==> config.mk <==
export PLATFORM = sky130hd
export DESIGN_NAME = wt_dcache_rd_arb
export DESIGN_NICKNAME = d
export VERILOG_FILES = /design/src/rtl/wt_cache_pkg.sv /design/src/rtl/wt_dcache_rr_pick.sv /design/src/rtl/wt_dcache_rd_arb.sv
export SDC_FILE = /design/constraint.sdc
export NUM_CORES = 1
export LEC_CHECK = 0
export CAP_MARGIN = 20
export CORE_MARGIN = 1
export CORE_UTILIZATION = 25
export CTS_BUF_LIST = sky130_fd_sc_hd__clkbuf_8
export CTS_CLUSTER_SIZE = 10
export DETAILED_ROUTE_END_ITERATION = 8
export PLACE_DENSITY_LB_ADDON = 0.08
export SETUP_SLACK_MARGIN = 0.02
export SYNTH_ARGS = -nofsm -noshare
export SYNTH_HDL_FRONTEND = slang
export SYNTH_SLANG_ARGS = --single-unit
==> constraint.sdc <==
create_clock -name clk_i -period 3.4 [get_ports clk_i]
set_clock_uncertainty 0.2 [all_clocks]
set_input_delay 0.51 -clock clk_i [delete_from_list [all_inputs] [get_ports clk_i]]
set_output_delay 0.51 -clock clk_i [all_outputs]
set_load 0.1 [all_outputs]
==> src/rtl/wt_cache_pkg.sv <==
// wt_cache_pkg: shared data-cache geometry and read-arbiter constants
package wt_cache_pkg;
  localparam int DCACHE_OFFSET_WIDTH = 4;
  localparam int DCACHE_CL_IDX_WIDTH = 8;
  localparam int DCACHE_TAG_WIDTH = 20;
  localparam int DCACHE_RD_ARB_STARVE_CNT = 15;
endpackage

==> src/rtl/wt_dcache_rr_pick.sv <==
// wt_dcache_rr_pick: first requester at or above ptr_i, wrapping, as one-hot and index
module wt_dcache_rr_pick #(
  parameter int N = 3,
  parameter int PW = $clog2(N)
) (
  input  logic [N-1:0]  req_i,
  input  logic [PW-1:0] ptr_i,
  output logic [N-1:0]  onehot_o,
  output logic [PW-1:0] idx_o
);
  always_comb begin
    idx_o = '0;
    for (int k = N - 1; k >= 0; k--)
      if (req_i[(int'(ptr_i) + k) % N]) idx_o = PW'((int'(ptr_i) + k) % N);
    onehot_o = |req_i ? N'(1) << idx_o : '0;
  end
endmodule

==> src/rtl/wt_dcache_rd_arb.sv <==
// wt_dcache_rd_arb: round-robin read-port arbiter for the data cache memory.
// Define WT_DCACHE_RD_ARB_STARVE_EN to add per-port starvation counters.
module wt_dcache_rd_arb
  import wt_cache_pkg::*;
#(
  parameter int NumPorts = 3,
  parameter int StarveCnt = DCACHE_RD_ARB_STARVE_CNT
) (
  input  logic                                             clk_i,
  input  logic                                             rst_i,
  input  logic [NumPorts-1:0]                              rd_req_i,
  input  logic [NumPorts-1:0]                              rd_tag_only_i,
  input  logic [NumPorts-1:0][DCACHE_CL_IDX_WIDTH-1:0]     rd_idx_i,
  input  logic [NumPorts-1:0][DCACHE_OFFSET_WIDTH-1:0]     rd_off_i,
  input  logic [NumPorts-1:0][DCACHE_TAG_WIDTH-1:0]        rd_tag_i,
  output logic [NumPorts-1:0]                              rd_ack_o,
  output logic                                             mem_req_o,
  output logic                                             mem_tag_only_o,
  output logic [DCACHE_CL_IDX_WIDTH-1:0]                   mem_idx_o,
  output logic [DCACHE_OFFSET_WIDTH-1:0]                   mem_off_o,
  output logic [DCACHE_TAG_WIDTH-1:0]                      mem_tag_o,
  input  logic                                             mem_ack_i
);
  localparam int PW = $clog2(NumPorts);
  logic [PW-1:0] rr_ptr_d, rr_ptr_q, win, rr_idx;
  logic [NumPorts-1:0] ack_d, ack_q, rr_oh, win_oh;
  logic [DCACHE_TAG_WIDTH-1:0] tag_mux;
  logic busy;
  wt_dcache_rr_pick #(.N(NumPorts), .PW(PW)) u_rr (
    .req_i(rd_req_i), .ptr_i(rr_ptr_q), .onehot_o(rr_oh), .idx_o(rr_idx)
  );
`ifdef WT_DCACHE_RD_ARB_STARVE_EN
  logic [7:0] cnt_d [NumPorts];
  logic [7:0] cnt_q [NumPorts];
  logic [NumPorts-1:0] starve, st_oh;
  logic [PW-1:0] st_idx;
  always_comb
    for (int i = 0; i < NumPorts; i++) begin
      starve[i] = rd_req_i[i] && cnt_q[i] == 8'(StarveCnt);
      cnt_d[i] = (!rd_req_i[i] || rd_ack_o[i]) ? '0 : starve[i] ? cnt_q[i] : cnt_q[i] + 8'd1;
    end
  // starved ports override round-robin, lowest index first
  wt_dcache_rr_pick #(.N(NumPorts), .PW(PW)) u_starve (
    .req_i(starve), .ptr_i('0), .onehot_o(st_oh), .idx_o(st_idx)
  );
  assign win = |starve ? st_idx : rr_idx;
  assign win_oh = |starve ? st_oh : rr_oh;
  always_ff @(posedge clk_i)
    if (rst_i) cnt_q <= '{default: '0};
    else cnt_q <= cnt_d;
`else
  assign win = rr_idx;
  assign win_oh = rr_oh;
`endif
  assign busy = |rd_req_i && !rst_i;
  always_comb begin
    mem_req_o = busy;
    rd_ack_o = (mem_ack_i && busy) ? win_oh : '0;
    mem_tag_only_o = busy ? rd_tag_only_i[win] : 1'b0;
    mem_idx_o = busy ? rd_idx_i[win] : '0;
    mem_off_o = busy ? rd_off_i[win] : '0;
    rr_ptr_d = |rd_ack_o ? (win == PW'(NumPorts - 1) ? '0 : win + PW'(1)) : rr_ptr_q;
    ack_d = rd_ack_o;
    tag_mux = '0;
    for (int i = 0; i < NumPorts; i++) if (ack_q[i]) tag_mux = tag_mux | rd_tag_i[i];
    mem_tag_o = rst_i ? '0 : tag_mux;
  end
  always_ff @(posedge clk_i)
    if (rst_i) begin
      rr_ptr_q <= '0;
      ack_q <= '0;
    end else begin
      rr_ptr_q <= rr_ptr_d;
      ack_q <= ack_d;
    end
endmodule

==> flow_metrics.tcl, run 1 <==
set metrics [dict create \
    crit_path_max_incr_delay_ps 560 \
    wl_per_cell_microns 19.1 \
    timing.fmax_ghz 0.300 \
    yosysWarnings 0 \
    io_pins 142 \
    syn_nets 229 \
    fin_util_pct 86.2 \
    cap_violations 0 \
    cp_top_family "buffers and inverters" \
    grt_pass1_vias 1677 \
    final_common_cell "clkdlybuf4s50_1" \
    async_flop_share_pct 0 \
    cp-end-kind "output port" \
    hp-class "reg2reg" \
    die_h_microns 65.2 \
    cp_num_buf_inv 5 \
    core_area_sq_um 3740 \
    synth_seq_cells 5 \
    final_nets 378 \
    synth_ff_type "dfxtp_1" \
    clkTransAtPathRegs_ps 30 \
    num_rows 22 \
    clk_latency_ps 230 \
    synth.cell_area_sq_um 997 \
    cts_sinks 5 \
    cp_slowest_cell "clkdlybuf4s50_1" \
    max_slew_margin_pct 48.0 \
    overflow 0 \
    layout-drive-gt1-share_pct 30.9 \
    portBuffers 141 \
    netlist_instances 121 \
    cp.arrival_ps 2620 \
    cp_cell_sequence "clkdlybuf4s50_1 > nor3b_2 > buf_4 > o32a_4 > nor4_4 > buf_4 > clkbuf_16 > o2bb2ai_4 > buf_12" \
    startpoint_type "input port" \
    vias_per_cell 5.32 \
    cts_buffer_depth 2 \
    num_vias 1688 \
    htree_levels 1 \
    criticalPathCategory "in2out" \
    fin_crit_ps 3330 \
    finalMaxSlewViolations 0 \
    antenna_found_initial 0 \
    ir_drop_v 0.000226 \
    worst_pin_slew_ps 778 \
    grt_pass1_wl_microns 8580 \
    seq_area_frac_synth_pct 10.0 \
    fp.dieArea_sq_um 4250 \
    hold_buffers 0 \
    crit_top_cell "buf_4" \
    diodes 0 \
    antenna_left 0 \
    final_cell_mix "clkdlybuf4s50_1 (102), buf_12 (39), nor2_1 (21)" \
    drt_iter0_drc 127 \
    cts-root-buf "clkbuf_8" \
    worst_ep_required_time_ps 2690 \
    place_congestion 0.727 \
    period_share_pct 98.0 \
    drc 0 \
    grt_max_degree 21 \
    syn_to_final_growth_pct 223 \
    wl_microns 6060 \
    dr.pass1.iters 5 \
    grt_usage_pct 26.6 \
    setup_viol 0 \
    power.leakage_nw 1.27 \
    start_util_pct 26.6 \
    status "finished, final reports clean" \
    cts_tree "done" \
    die_width_microns 65.2 \
    synth-edff-count 0 \
    final-hold-violation-count 0 \
    cp_max_fo 6 \
    yosysUniqueCellTypes 33 \
    dp_hpwl_microns 4400 \
    cts_buffers 3 \
    synth.avg_cell_area_sq_um 8.24 \
    power_density_nw_per_um2 279 \
    holdWs_ps 339 \
]
flip-flops by register name, summed over array words and instances (netlist names):
name      cells
ack_q         3
rr_ptr_q      2
worst paths after layout:
| path | start | slack (ps) | end | depth (start not counted) |
|---|---|---|---|---|
| max | rd_req_i[0] | 70 | mem_off_o[2] | 9 |
| min | rr_ptr_q[0] | 340 | rr_ptr_q[0] | 2 |
| min reg2reg | rr_ptr_q[0] | 340 | rr_ptr_q[0] | 2 |
| max reg2reg | rr_ptr_q[1] | 1040 | rr_ptr_q[0] | 8 |
worst register-to-register path, stage by stage, from the launching register on:
cell,delay [ps]
dfxtp_1,420
inv_1,110
ha_4,200
nor2b_1,190
nor3b_2,300
o32ai_4,140
buf_12,190
or3_1,360
a31oi_1,160
cell usage after synthesis, drive strengths merged, types with 2 or more instances:
cell	instances	area, sq um
nor2	22	82.6
a222oi	20	200
mux2i	14	140
o2bb2ai	13	120
clkbuf	8	30.0
dfxtp	5	100
inv	5	18.8
nand2	4	15.0
and3	3	26.3
buf	3	22.5
ha	3	37.5
nor3	3	15.0
a21oi	2	10.0
where the power goes:
| group | total, mW | leakage (nW) | internal, mW | switching [mW] |
|---|---|---|---|---|
| combinational | 0.713 | 1.20 | 0.323 | 0.390 |
| clock | 0.111 | 0.0269 | 0.0778 | 0.0335 |
| sequential | 0.0765 | 0.0415 | 0.0627 | 0.0138 |
cell type report:
type                            instances  area [sq um]
Clock buffer                            3          41.3
Multi-Input combinational cell        100          1060
Clock inverter                          1          3.75
Sequential cell                         5           104
Fill cell                             202           518
Timing Repair Buffer                  155          1930
Inverter                                5          18.8
Tap cell                               48          60.1
metal layers:
metal | track usage, % | vias up | wire length [microns]
met2 | 54.0 | 90 | 3450
met3 | 6.77 | 9 | 455
li1 | - | 800 | -
met4 | 5.43 | 0 | 102
met5 | 0 | - | 0
met1 | 26.8 | 789 | 2060
through the flow:
step | cells | setup TNS [ps] | setup WS (ps) | power (mW) | instance area (sq um)
after detailed placement | 309 | -1250 | -135 | 0.766 | 3090
final | 317 | 0 | 67.4 | 0.900 | 3230
after global routing | 317 | -3.94 | -3.94 | 0.929 | 3230
after CTS | 316 | 0 | 36.3 | 0.888 | 3190
after global placement | 309 | -499 | -62.3 | 0.757 | 3090
after floorplan | 121 | 0 | 119 | 0.461 | 1220
logic make-up after synthesis:
logic type	count (synthesis)	share of synthesized area, %
AO/OA/AOI/OAI	42	42.7
AND/OR/NAND/NOR	41	22.3
buffers and inverters	16	7.15
multiplexers	14	14.1
flip-flops	5	10.0
adder cells (fa/ha/maj)	3	3.76
what timing repair did:
action                     in CTS  in global routing
pin swaps                       2                  2
gates resized for setup         0                  9
hold endpoints to repair        0                  0
setup buffers                   2                  1
setup endpoints to repair      14                 13
gates cloned                    1                  0
Power figures use the tool's default switching activity.
==> run 2, diff against run 1 <==
HOLD_SLACK_MARGIN = 0.1   (was unset)
PLACE_DENSITY = 0.9   (was unset)
PLACE_DENSITY_LB_ADDON = unset   (was 0.08)
SKIP_LAST_GASP = 1   (was unset)
==> flow_metrics.tcl, run 2 (synthesized netlist as in run 1, its figures left out) <==
set metrics [dict create \
    criticalPathCategory "reg2out" \
    antenna_left 0 \
    power_frac_clock_pct 12.1 \
    dr.pass1.iters 5 \
    overflow 0 \
    grt-busiest-layer "met2" \
    crit_path_max_incr_delay_ps 410 \
    regMostFlops "ack_q" \
    clk_latency_ps 220 \
    htree_levels 1 \
    final_cell_mix "clkdlybuf4s50_1 (102), buf_12 (38), nor2_1 (21)" \
    p_comb_share_pct 79.3 \
    worst_pin_slew_ps 732 \
    start_util_pct 26.6 \
    core_area_sq_um 3740 \
    clkTransAtPathRegs_ps 40 \
    layout-drive-gt1-share_pct 29.4 \
    max_slew_margin_pct 51.2 \
    hp-class "reg2reg" \
    io_pins 142 \
    place_area_sq_um 3080 \
    grt_pass1_vias 1804 \
    cp.arrival_ps 2580 \
    cts-root-buf "clkbuf_8" \
    wl_per_cell_microns 18.2 \
    cts_sinks 5 \
    cts_buffer_depth 2 \
    power_density_nw_per_um2 278 \
    dp_hpwl_microns 4500 \
    fillers 201 \
    worst_ep_required_time_ps 2690 \
    fin_util_pct 84.7 \
    grt_max_degree 21 \
    diodes 0 \
    drc 0 \
    portBuffers 141 \
    syn_to_final_growth_pct 218 \
    gr-usage-met2_pct 46.7 \
    cts_tree "done" \
    p_seq_share_pct 8.6 \
    setup_viol 0 \
    antenna_found_initial 0 \
    cts_buffers 3 \
    cp_slowest_cell "nor4_4" \
    final_common_cell "clkdlybuf4s50_1" \
    cap_violations 0 \
    grt_usage_pct 24.9 \
    cp_max_fo 6 \
    top_regs "ack_q x3, rr_ptr_q x2" \
    wl_microns 5700 \
    fp.dieArea_sq_um 4250 \
    die_h_microns 65.2 \
    status "finished, final reports clean" \
    design_area_sq_um 3170 \
    switchingPower_mw 0.427 \
    place_congestion 0.820 \
    drt_iter0_drc 164 \
    p_int_mw 0.456 \
    cp-end-kind "output port" \
    num_rows 22 \
    fin_crit_ps 3290 \
    power.leakage_nw 1.24 \
    startpoint_type "register" \
    num_vias 1729 \
    die_width_microns 65.2 \
    finalMaxSlewViolations 0 \
    grt_pass1_wl_microns 8130 \
    final-hold-violation-count 0 \
    timing.fmax_ghz 0.304 \
    period_share_pct 96.7 \
    grt_util_met1_pct 23.4 \
    largest_register_ffs 3 \
    cp_cell_sequence "inv_1 > ha_4 > o21ai_1 > and3_4 > o32a_4 > nor4_4 > clkbuf_16 > o2bb2ai_4 > buf_12" \
    final_nets 374 \
    vias_per_cell 5.52 \
    swShare_pct 48.3 \
    ir_drop_v 0.000221 \
    grt_util_met3_pct 12.0 \
]
run 2: cell count changes in the layout (fill, tap and decap cells not counted), sizes merged:
cell  delta
buf      -4
run 2: what timing repair did:
action,in CTS,in global routing
setup buffers,0,0
endpoints found under the setup margin,0,13
resized for setup,0,6
hold buffers,0,0
run 2: cell type report:
cell class | instances | area (sq um) | area share, %
clock buffer | 3 | 41.3 | 1.30
tap | 48 | 60.1 | 1.89
inverter | 5 | 18.8 | 0.592
clock inverter | 1 | 3.75 | 0.118
sequential | 5 | 101 | 3.20
timing repair buffer | 151 | 1890 | 59.7
multi-input combinational | 100 | 1050 | 33.2
run 2: power by group through the flow:
| stage | Clock [mW] | Sequential [mW] | Combinational [mW] |
|---|---|---|---|
| after floorplan | 0 | 0.0655 | 0.396 |
| after global placement | 0 | 0.0759 | 0.681 |
| after detailed placement | 0 | 0.0759 | 0.691 |
| after CTS | 0.109 | 0.0752 | 0.693 |
| after global routing | 0.117 | 0.0768 | 0.726 |
| final | 0.106 | 0.0761 | 0.700 |
run 2: through the flow:
stage                     setup TNS [ps]  hold WS [ps]  cells  total power, mW  setup WS (ps)
after floorplan                        0           264    121            0.461            119
after global placement                 0           295    308            0.757           86.8
after detailed placement               0           310    308            0.767           68.3
after CTS                              0           316    312            0.877           58.6
after global routing               -75.7           325    313            0.919          -19.3
final                                  0           300    313            0.883            112
run 2: per-layer routing:
layer  wire [microns]  vias up  part of all wire [%]
met2             2980      109                    52
li1                 -      789                     -
met1             1890      819                    33
met4              112        0                   2.0
met5                0        -                     0
met3              708       12                    12
run 2: worst max-delay path, delay by kind of cell (launching register included):
family | cells | cell delay, ps
AO/OA/AOI/OAI | 3 | 580
AND/OR/NAND/NOR | 2 | 610
flip-flops | 1 | 340
adder cells (fa/ha/maj) | 1 | 290
buffers and inverters | 3 | 530
run 2: worst paths after layout:
check / from / end / slack, ps / cells past startpoint
worst max-delay path: rr_ptr_q[0] / mem_idx_o[5] / 110 / 9
worst min-delay path: rr_ptr_q[0] / rr_ptr_q[0] / 300 / 2
worst max register to register: rr_ptr_q[1] / rr_ptr_q[0] / 890 / 9
worst min register to register: rr_ptr_q[0] / rr_ptr_q[0] / 300 / 2
